`src/rtl/watch_pkg.sv`:
```
// Shared types and default timing constants for the watch set controller.
package watch_pkg;

  // Controller modes; TIME is the power-up mode.
  typedef enum logic [1:0] {
    TIME      = 2'd0,
    SET_HOUR  = 2'd1,
    SET_MIN   = 2'd2,
    STOPWATCH = 2'd3
  } watch_state_e;

  localparam int DEF_DEBOUNCE_CYCLES = 16;
  localparam int DEF_REPEAT_DELAY    = 64;
  localparam int DEF_REPEAT_PERIOD   = 16;
  localparam int DEF_TIMEOUT_SEC     = 10;

  // True for the two time-editing modes.
  function automatic logic is_set_state(input watch_state_e s);
    return (s == SET_HOUR) || (s == SET_MIN);
  endfunction

endpackage

```
`src/rtl/btn_conditioner.sv`:
```
// One push-button: 2-FF synchronizer, stability-counter debounce and a
// rising-edge press event. A button already held when reset is released is
// not armed until it has been seen released, so it cannot fake a press.
module btn_conditioner
  import watch_pkg::*;
#(
  parameter int DEBOUNCE_CYCLES = DEF_DEBOUNCE_CYCLES
) (
  input  logic clk,
  input  logic reset,
  input  logic btn,
  output logic level,
  output logic press
);

  localparam int CW = $clog2(DEBOUNCE_CYCLES) + 1;
  localparam logic [CW-1:0] CNT_LAST = CW'(DEBOUNCE_CYCLES - 1);
  localparam logic [CW-1:0] CNT_ONE  = CW'(1'b1);
  localparam logic [CW-1:0] CNT_ZERO = {CW{1'b0}};

  logic          sync1_q, sync2_q;
  logic          level_q, level_d;
  logic          press_q, press_d;
  logic          armed_q, armed_d;
  logic [CW-1:0] cnt_q, cnt_d;
  logic [CW-1:0] arm_cnt_q, arm_cnt_d;

  // Two-stage synchronizer for the asynchronous pad input.
  always_ff @(posedge clk or negedge reset) begin
    if (!reset) begin
      sync1_q <= 1'b0;
      sync2_q <= 1'b0;
    end else begin
      sync1_q <= btn;
      sync2_q <= sync1_q;
    end
  end

  // Debounce: accept a new level after DEBOUNCE_CYCLES equal differing samples.
  always_comb begin
    level_d   = level_q;
    press_d   = 1'b0;
    armed_d   = armed_q;
    cnt_d     = cnt_q;
    arm_cnt_d = arm_cnt_q;
    if (sync2_q != level_q) begin
      if (cnt_q == CNT_LAST) begin
        level_d = sync2_q;
        cnt_d   = CNT_ZERO;
        press_d = sync2_q & armed_q;
        if (!sync2_q) begin
          armed_d = 1'b1;
        end else begin
          armed_d = armed_q;
        end
      end else begin
        cnt_d = cnt_q + CNT_ONE;
      end
    end else begin
      cnt_d = CNT_ZERO;
    end
    // Arm once a genuine stable-low period has been observed after reset.
    if (armed_q) begin
      arm_cnt_d = CNT_ZERO;
    end else if (!sync2_q && !level_q) begin
      if (arm_cnt_q == CNT_LAST) begin
        armed_d = 1'b1;
      end else begin
        arm_cnt_d = arm_cnt_q + CNT_ONE;
      end
    end else begin
      arm_cnt_d = CNT_ZERO;
    end
  end

  // Debounce state registers.
  always_ff @(posedge clk or negedge reset) begin
    if (!reset) begin
      level_q   <= 1'b0;
      press_q   <= 1'b0;
      armed_q   <= 1'b0;
      cnt_q     <= CNT_ZERO;
      arm_cnt_q <= CNT_ZERO;
    end else begin
      level_q   <= level_d;
      press_q   <= press_d;
      armed_q   <= armed_d;
      cnt_q     <= cnt_d;
      arm_cnt_q <= arm_cnt_d;
    end
  end

  assign level = level_q;
  assign press = press_q;

endmodule

```
`src/rtl/watch_set_controller.sv`:
```
// Mode FSM for the watch: turns debounced button presses into clock adjust
// pulses (with auto-repeat), stopwatch run/clear and display/blink selects.
module watch_set_controller
  import watch_pkg::*;
#(
  parameter int DEBOUNCE_CYCLES = DEF_DEBOUNCE_CYCLES,
  parameter int REPEAT_DELAY    = DEF_REPEAT_DELAY,
  parameter int REPEAT_PERIOD   = DEF_REPEAT_PERIOD,
  parameter int TIMEOUT_SEC     = DEF_TIMEOUT_SEC
) (
  input  logic clk,
  input  logic reset,
  input  logic Clk_1sec,
  input  logic mode_btn,
  input  logic set_btn,
  input  logic up_btn,
  input  logic down_btn,
  output logic clock_enable,
  output logic min_inc,
  output logic min_dec,
  output logic hour_inc,
  output logic hour_dec,
  output logic sw_run,
  output logic sw_clear,
  output logic blink_hour,
  output logic blink_min
);

  localparam int RW = $clog2(REPEAT_DELAY) + 1;
  localparam int TW = $clog2(TIMEOUT_SEC) + 1;
  localparam logic [RW-1:0] REP_DELAY_LAST  = RW'(REPEAT_DELAY - 1);
  localparam logic [RW-1:0] REP_PERIOD_LAST = RW'(REPEAT_PERIOD - 1);
  localparam logic [RW-1:0] REP_MAX         = {RW{1'b1}};
  localparam logic [RW-1:0] REP_ZERO        = {RW{1'b0}};
  localparam logic [TW-1:0] TO_LAST         = TW'(TIMEOUT_SEC - 1);
  localparam logic [TW-1:0] TO_ZERO         = {TW{1'b0}};

  // Held levels of mode/set are not needed; only their press events matter.
  logic mode_lvl_unused_s, set_lvl_unused_s;
  logic up_lvl_s, dn_lvl_s;
  logic mode_p_s, set_p_s, up_p_s, dn_p_s;

  btn_conditioner #(.DEBOUNCE_CYCLES(DEBOUNCE_CYCLES)) u_mode_btn (
    .clk(clk), .reset(reset), .btn(mode_btn), .level(mode_lvl_unused_s), .press(mode_p_s));
  btn_conditioner #(.DEBOUNCE_CYCLES(DEBOUNCE_CYCLES)) u_set_btn (
    .clk(clk), .reset(reset), .btn(set_btn), .level(set_lvl_unused_s), .press(set_p_s));
  btn_conditioner #(.DEBOUNCE_CYCLES(DEBOUNCE_CYCLES)) u_up_btn (
    .clk(clk), .reset(reset), .btn(up_btn), .level(up_lvl_s), .press(up_p_s));
  btn_conditioner #(.DEBOUNCE_CYCLES(DEBOUNCE_CYCLES)) u_down_btn (
    .clk(clk), .reset(reset), .btn(down_btn), .level(dn_lvl_s), .press(dn_p_s));

  logic          sec_s1_q, sec_s2_q, sec_s3_q;
  logic          tick_s;
  watch_state_e  state_q, state_d;
  logic          rep_active_q, rep_active_d;
  logic          rep_up_q, rep_up_d;
  logic          rep_first_q, rep_first_d;
  logic [RW-1:0] rep_cnt_q, rep_cnt_d;
  logic          suppress_q, suppress_d;
  logic [TW-1:0] to_cnt_q, to_cnt_d;
  logic          sw_run_q, sw_run_d;
  logic          sw_clear_q, sw_clear_d;
  logic          min_inc_q, min_inc_d, min_dec_q, min_dec_d;
  logic          hour_inc_q, hour_inc_d, hour_dec_q, hour_dec_d;
  logic          clock_enable_q, clock_enable_d;
  logic          blink_hour_q, blink_hour_d, blink_min_q, blink_min_d;

  // Per-cycle decode, written only in the combinational block below.
  logic          in_set_s, any_press_s, both_s, adj_up_s, adj_dn_s;
  logic          timeout_s, trans_s, held_s, fire_s, fire_up_s;
  logic [RW-1:0] rep_target_s;

  // Synchronize the 1 Hz level and detect its rising edge.
  always_ff @(posedge clk or negedge reset) begin
    if (!reset) begin
      sec_s1_q <= 1'b0;
      sec_s2_q <= 1'b0;
      sec_s3_q <= 1'b0;
    end else begin
      sec_s1_q <= Clk_1sec;
      sec_s2_q <= sec_s1_q;
      sec_s3_q <= sec_s2_q;
    end
  end

  assign tick_s = sec_s2_q & ~sec_s3_q;

  // Next state, repeat timer, timeout counter and output decode.
  always_comb begin
    state_d      = state_q;
    rep_active_d = rep_active_q;
    rep_up_d     = rep_up_q;
    rep_first_d  = rep_first_q;
    rep_cnt_d    = rep_cnt_q;
    suppress_d   = suppress_q;
    to_cnt_d     = to_cnt_q;
    sw_run_d     = sw_run_q;
    sw_clear_d   = 1'b0;
    min_inc_d    = 1'b0;
    min_dec_d    = 1'b0;
    hour_inc_d   = 1'b0;
    hour_dec_d   = 1'b0;
    fire_s       = 1'b0;
    fire_up_s    = 1'b0;

    in_set_s     = is_set_state(state_q);
    any_press_s  = mode_p_s | set_p_s | up_p_s | dn_p_s;
    both_s       = up_p_s & dn_p_s;
    adj_up_s     = up_p_s & ~dn_p_s;
    adj_dn_s     = dn_p_s & ~up_p_s;
    timeout_s    = in_set_s & tick_s & (to_cnt_q == TO_LAST) & ~any_press_s;
    held_s       = rep_up_q ? up_lvl_s : dn_lvl_s;
    rep_target_s = rep_first_q ? REP_DELAY_LAST : REP_PERIOD_LAST;

    // Mode transitions; mode beats set when both arrive together.
    case (state_q)
      TIME: begin
        if (mode_p_s)     state_d = STOPWATCH;
        else if (set_p_s) state_d = SET_HOUR;
        else              state_d = TIME;
      end
      SET_HOUR: begin
        if (mode_p_s)       state_d = TIME;
        else if (set_p_s)   state_d = SET_MIN;
        else if (timeout_s) state_d = TIME;
        else                state_d = SET_HOUR;
      end
      SET_MIN: begin
        if (mode_p_s || set_p_s || timeout_s) state_d = TIME;
        else                                  state_d = SET_MIN;
      end
      STOPWATCH: begin
        if (mode_p_s) state_d = TIME;
        else          state_d = STOPWATCH;
      end
      default: state_d = TIME;
    endcase
    trans_s = (state_d != state_q);

    // Idle-second counter: runs only while editing, cleared by any press.
    if (!in_set_s || any_press_s || timeout_s) begin
      to_cnt_d = TO_ZERO;
    end else if (tick_s) begin
      to_cnt_d = to_cnt_q + TW'(1'b1);
    end else begin
      to_cnt_d = to_cnt_q;
    end

    // Up+down together blocks repeat until both buttons are released.
    if (both_s) begin
      suppress_d = 1'b1;
    end else if (!up_lvl_s && !dn_lvl_s) begin
      suppress_d = 1'b0;
    end else begin
      suppress_d = suppress_q;
    end

    // Adjust pulses with auto-repeat; a mode change swallows the press.
    if (in_set_s && !trans_s) begin
      if (adj_up_s || adj_dn_s) begin
        fire_s       = 1'b1;
        fire_up_s    = adj_up_s;
        rep_active_d = 1'b1;
        rep_up_d     = adj_up_s;
        rep_first_d  = 1'b1;
        rep_cnt_d    = REP_ZERO;
      end else if (rep_active_q && !suppress_q && !both_s && held_s) begin
        if (rep_cnt_q == rep_target_s) begin
          fire_s      = 1'b1;
          fire_up_s   = rep_up_q;
          rep_first_d = 1'b0;
          rep_cnt_d   = REP_ZERO;
        end else if (rep_cnt_q != REP_MAX) begin
          rep_cnt_d = rep_cnt_q + RW'(1'b1);
        end else begin
          rep_cnt_d = rep_cnt_q;
        end
      end else begin
        rep_active_d = 1'b0;
      end
    end else begin
      rep_active_d = 1'b0;
    end

    if (fire_s && (state_q == SET_HOUR)) begin
      hour_inc_d = fire_up_s;
      hour_dec_d = ~fire_up_s;
    end else if (fire_s) begin
      min_inc_d = fire_up_s;
      min_dec_d = ~fire_up_s;
    end else begin
      hour_inc_d = 1'b0;
    end

    // Stopwatch: up toggles run, down clears only while stopped.
    if ((state_q == STOPWATCH) && !trans_s) begin
      if (adj_up_s) begin
        sw_run_d = ~sw_run_q;
      end else if (adj_dn_s && !sw_run_q) begin
        sw_clear_d = 1'b1;
      end else begin
        sw_run_d = sw_run_q;
      end
    end else begin
      sw_run_d = sw_run_q;
    end

    clock_enable_d = (state_d != STOPWATCH);
    blink_hour_d   = (state_d == SET_HOUR);
    blink_min_d    = (state_d == SET_MIN);
  end

  // State and registered outputs.
  always_ff @(posedge clk or negedge reset) begin
    if (!reset) begin
      state_q        <= TIME;
      rep_active_q   <= 1'b0;
      rep_up_q       <= 1'b0;
      rep_first_q    <= 1'b0;
      rep_cnt_q      <= REP_ZERO;
      suppress_q     <= 1'b0;
      to_cnt_q       <= TO_ZERO;
      sw_run_q       <= 1'b0;
      sw_clear_q     <= 1'b0;
      min_inc_q      <= 1'b0;
      min_dec_q      <= 1'b0;
      hour_inc_q     <= 1'b0;
      hour_dec_q     <= 1'b0;
      clock_enable_q <= 1'b1;
      blink_hour_q   <= 1'b0;
      blink_min_q    <= 1'b0;
    end else begin
      state_q        <= state_d;
      rep_active_q   <= rep_active_d;
      rep_up_q       <= rep_up_d;
      rep_first_q    <= rep_first_d;
      rep_cnt_q      <= rep_cnt_d;
      suppress_q     <= suppress_d;
      to_cnt_q       <= to_cnt_d;
      sw_run_q       <= sw_run_d;
      sw_clear_q     <= sw_clear_d;
      min_inc_q      <= min_inc_d;
      min_dec_q      <= min_dec_d;
      hour_inc_q     <= hour_inc_d;
      hour_dec_q     <= hour_dec_d;
      clock_enable_q <= clock_enable_d;
      blink_hour_q   <= blink_hour_d;
      blink_min_q    <= blink_min_d;
    end
  end

  assign clock_enable = clock_enable_q;
  assign min_inc      = min_inc_q;
  assign min_dec      = min_dec_q;
  assign hour_inc     = hour_inc_q;
  assign hour_dec     = hour_dec_q;
  assign sw_run       = sw_run_q;
  assign sw_clear     = sw_clear_q;
  assign blink_hour   = blink_hour_q;
  assign blink_min    = blink_min_q;

endmodule

```
`config.mk`:
```
export PLATFORM = sky130hd
export DESIGN_NAME = watch_set_controller
export DESIGN_NICKNAME = d
export VERILOG_FILES = /design/src/rtl/watch_pkg.sv /design/src/rtl/btn_conditioner.sv /design/src/rtl/watch_set_controller.sv
export SDC_FILE = /design/constraint.sdc
export NUM_CORES = 1
export LEC_CHECK = 0
export CAP_MARGIN = 30
export CELL_PAD_IN_SITES_DETAIL_PLACEMENT = 1
export CELL_PAD_IN_SITES_GLOBAL_PLACEMENT = 1
export CORE_UTILIZATION = 49
export DETAILED_ROUTE_END_ITERATION = 10
export GPL_TIMING_DRIVEN = 1
export PLACE_DENSITY = 0.9
export SLEW_MARGIN = 20
export SYNTH_ARGS = -nofsm -noshare
export SYNTH_HDL_FRONTEND = slang
export SYNTH_HIERARCHICAL = 1
export SYNTH_SLANG_ARGS = --single-unit
```
`constraint.sdc`:
```
create_clock -name clk -period 3.61 [get_ports clk]
set_input_delay 0.5415 -clock clk [delete_from_list [all_inputs] [get_ports clk]]
set_output_delay 0.5415 -clock clk [all_outputs]
set_load 0.02 [all_outputs]
```
==> impl_metrics.json <==
{
  "core_mm2": 0.00830,
  "viasPerCell": 5.67,
  "fin_util": 0.569,
  "setup_viol": 0,
  "totalWireLength_mm": 9.20,
  "rows": 33,
  "overflow": 0,
  "p_leak_nw": 2.26,
  "syn_avg_cell_area_um2": 10.9,
  "r2r_slack_ps": 550,
  "fin_skew_ps": 10.5,
  "netlist_instances": 387,
  "synth.distinct_cells": 52,
  "critical_path.max_fanout": 10,
  "mostFrequentLayoutCell": "dfrtp_1",
  "worstRegToRegCells": 8,
  "timing.setup.tns_ps": 0,
  "final_max_slew_viol_count": 0,
  "grt_max_degree": 69,
  "status": "finished clean",
  "antenna_found_initial": 0,
  "ant_nets": 0,
  "dr_wl_met3_um": 240,
  "arrival_ps": 3310,
  "first_global_vias": 3289,
  "syn_area_mm2": 0.00423,
  "die_h_um": 94.9,
  "cts_root_buffer": "clkbuf_8",
  "hold_viol_final": 0,
  "crit_type": "register to register",
  "start_util": 0.510,
  "cts_tree": "built",
  "post_cts_buffers": 0,
  "total_power_mw": 1.92,
  "synth_nets": 420,
  "layout_common_cells": "89 x dfrtp_1, 56 x nor2_1, 27 x inv_1",
  "ys_seq_area_frac": 0.532,
  "via_count": 2933,
  "synth_flop_cell": "dfrtp_1",
  "cts_resized": 0,
  "maxCapViolations": 0,
  "fin_nets": 440,
  "cp_cell_sequence": "inv_1, ha_1, nor3b_2, a41o_1, nor4_1, nor3_2, or3_1, a221o_1",
  "fp.dieW_um": 94.9,
  "min_path_type": "primary input to async pin",
  "cts_buffers": 9,
  "critPathSlowestCell": "or3_1",
  "start_kind": "register",
  "hpwlAfterDp_mm": 6.24,
  "async_reset_ff_frac": 1.00,
  "worstReg2RegStart": "state_q[1]$_DFF_PN0_",
  "io_buffers": 15,
  "gp_congestion": 0.758,
  "finalCritPeriodShare": 0.847,
  "rsz0062_at_grt": "false",
  "drive_gt1_frac": 0.112,
  "worst_pin_slew_ps": 833,
  "htree_levels": 3,
  "end_kind": "register",
  "ioPinCount": 16,
  "max_freq_mhz": 327,
  "max_stage_delay_ps": 520,
  "cts.reportedPaths.clkPinSlew_ps": 90,
  "clock_latency_ps": 370,
  "period_minus_slack_ps": 3060,
  "grt_pass1_wl_mm": 15.4,
  "grt_usage": 0.228,
  "fillerInstances": 907,
  "num_antenna_cells": 0,
  "area_growth_pct": 11.5,
  "ys_ff_latch": 90,
  "dieArea_mm2": 0.00901,
  "top_layer": "met4",
  "drc_errors": 0,
  "ir_worst_vdd_v": 0.000248,
  "cts.path.max_buffers": 2,
  "dr.first_iter.drc_count": 116,
  "cts_sinks": 90,
  "met1_length_mm": 3.71,
  "slew_headroom": 0.445,
  "met2_length_mm": 5.02,
  "yosys_warnings": 6,
  "wire_per_inst_um": 17.8,
  "r2r-end": "rep_cnt_q[2]$_DFFE_PN0P_",
  "dr.pass1.iters": 4,
  "synth-edff-count": 0,
  "power_density_mw_per_mm2": 408,
  "required_ps": 3860,
  "cts_hold_buf": 0
}
cell usage after synthesis, types with 2 or more instances:
| library cell | count | share of area |
|---|---|---|
| nand3_1 | 9 | 0.011 |
| xnor2_1 | 4 | 0.0083 |
| mux2_2 | 4 | 0.011 |
| or2_2 | 3 | 0.0044 |
| dfrtp_1 | 89 | 0.53 |
| and3_1 | 8 | 0.012 |
| clkbuf_1 | 6 | 0.0053 |
| o41ai_1 | 4 | 0.0083 |
| nand3_2 | 4 | 0.0095 |
| nor2_1 | 56 | 0.050 |
| inv_1 | 27 | 0.024 |
| nor4_1 | 2 | 0.0030 |
| nor3_1 | 7 | 0.0083 |
| ha_1 | 26 | 0.077 |
| and3_2 | 5 | 0.0089 |
| xor2_1 | 20 | 0.041 |
| a21oi_1 | 13 | 0.015 |
| nor4b_1 | 2 | 0.0041 |
| nand2b_1 | 7 | 0.010 |
| or3b_4 | 4 | 0.011 |
| nand2_1 | 16 | 0.014 |
| and4_1 | 2 | 0.0041 |
| o21ai_0 | 13 | 0.015 |
| and4b_1 | 2 | 0.0047 |
| mux2i_1 | 8 | 0.019 |
| nand4_1 | 3 | 0.0044 |
| o31ai_1 | 2 | 0.0035 |
| and2_1 | 5 | 0.0074 |
| nand4b_1 | 4 | 0.0083 |
| nor2b_1 | 10 | 0.015 |
cells by family after synthesis:
group	share of synthesized area
buffers and inverters	0.0322
muxes	0.0296
DFF	0.532
xor gates and xnor gates	0.0535
AOI/OAI and AO/OA	0.0698
and+or+nand+nor	0.206
adders and majority gates	0.0769
how the worst max path moves through the flow:
stage	from	to	slack [ps]
floorplan	state_q[1]$_DFF_PN0_	rep_cnt_q[2]$_DFFE_PN0P_	1030
global placement	state_q[1]$_DFF_PN0_	rep_cnt_q[1]$_DFFE_PN0P_	810
detailed placement	state_q[1]$_DFF_PN0_	rep_cnt_q[0]$_DFFE_PN0P_	730
CTS	state_q[1]$_DFF_PN0_	rep_up_q$_DFFE_PN0P_	560
global route	state_q[1]$_DFF_PN0_	rep_up_q$_DFFE_PN0P_	380
finish	state_q[1]$_DFF_PN0_	rep_cnt_q[2]$_DFFE_PN0P_	550
power by group:
part           switching [mW]  internal [mW]  total (mW)  leakage [nW]
combinational          0.0547         0.0352      0.0899         0.942
sequential             0.0235           1.04        1.06          1.21
clock                   0.365          0.410       0.775         0.109
total                   0.443           1.48        1.92          2.26
layer usage:
layer / vias to the layer above / GRT usage
met1: 1498 / 0.254
met2: 61 / 0.417
met5: - / 0
met4: 0 / 0.126
li1: 1355 / -
met3: 19 / 0.0298
metrics by stage:
| step | setup slack [ps] | hold WS [ps] | area (um^2) | instances |
|---|---|---|---|---|
| 4_1_cts | 563 | 305 | 4720 | 517 |
| 2_1_floorplan | 1030 | 246 | 4230 | 387 |
| 5_1_grt | 380 | 344 | 4720 | 517 |
| 3_5_place_dp | 732 | 347 | 4490 | 501 |
| 3_3_place_gp | 811 | 333 | 4490 | 501 |
| 6_report | 554 | 275 | 4720 | 517 |
sequential cells by signal, summed over array words and instances (netlist names), 2 cells and up:
register,count
u_up_btn/arm_cnt_q,5
u_set_btn/arm_cnt_q,5
rep_cnt_q,7
u_up_btn/cnt_q,5
u_mode_btn/arm_cnt_q,5
u_down_btn/arm_cnt_q,5
u_mode_btn/cnt_q,5
u_down_btn/cnt_q,5
state_q,2
to_cnt_q,5
u_set_btn/cnt_q,5
area by class of cell:
type / instances / area [um^2] / area share
clock buffers: 10 / 138 / 0.0292
repair buffers: 17 / 163 / 0.0345
multi-input cells: 262 / 1840 / 0.391
inverters: 27 / 101 / 0.0215
well taps: 105 / 131 / 0.0278
flip-flops and latches: 90 / 2250 / 0.478
clock inverters: 6 / 88.8 / 0.0188
critical path: cells and delay by family (launching register included):
kind                       cells  cell delay [ps]
AOI/OAI and AO/OA              2              690
adders and majority gates      1              400
buffers and inverters          1              130
DFF                            1              460
and+or+nand+nor                4             1260
No activity file was read; power rests on OpenSTA's default activity.
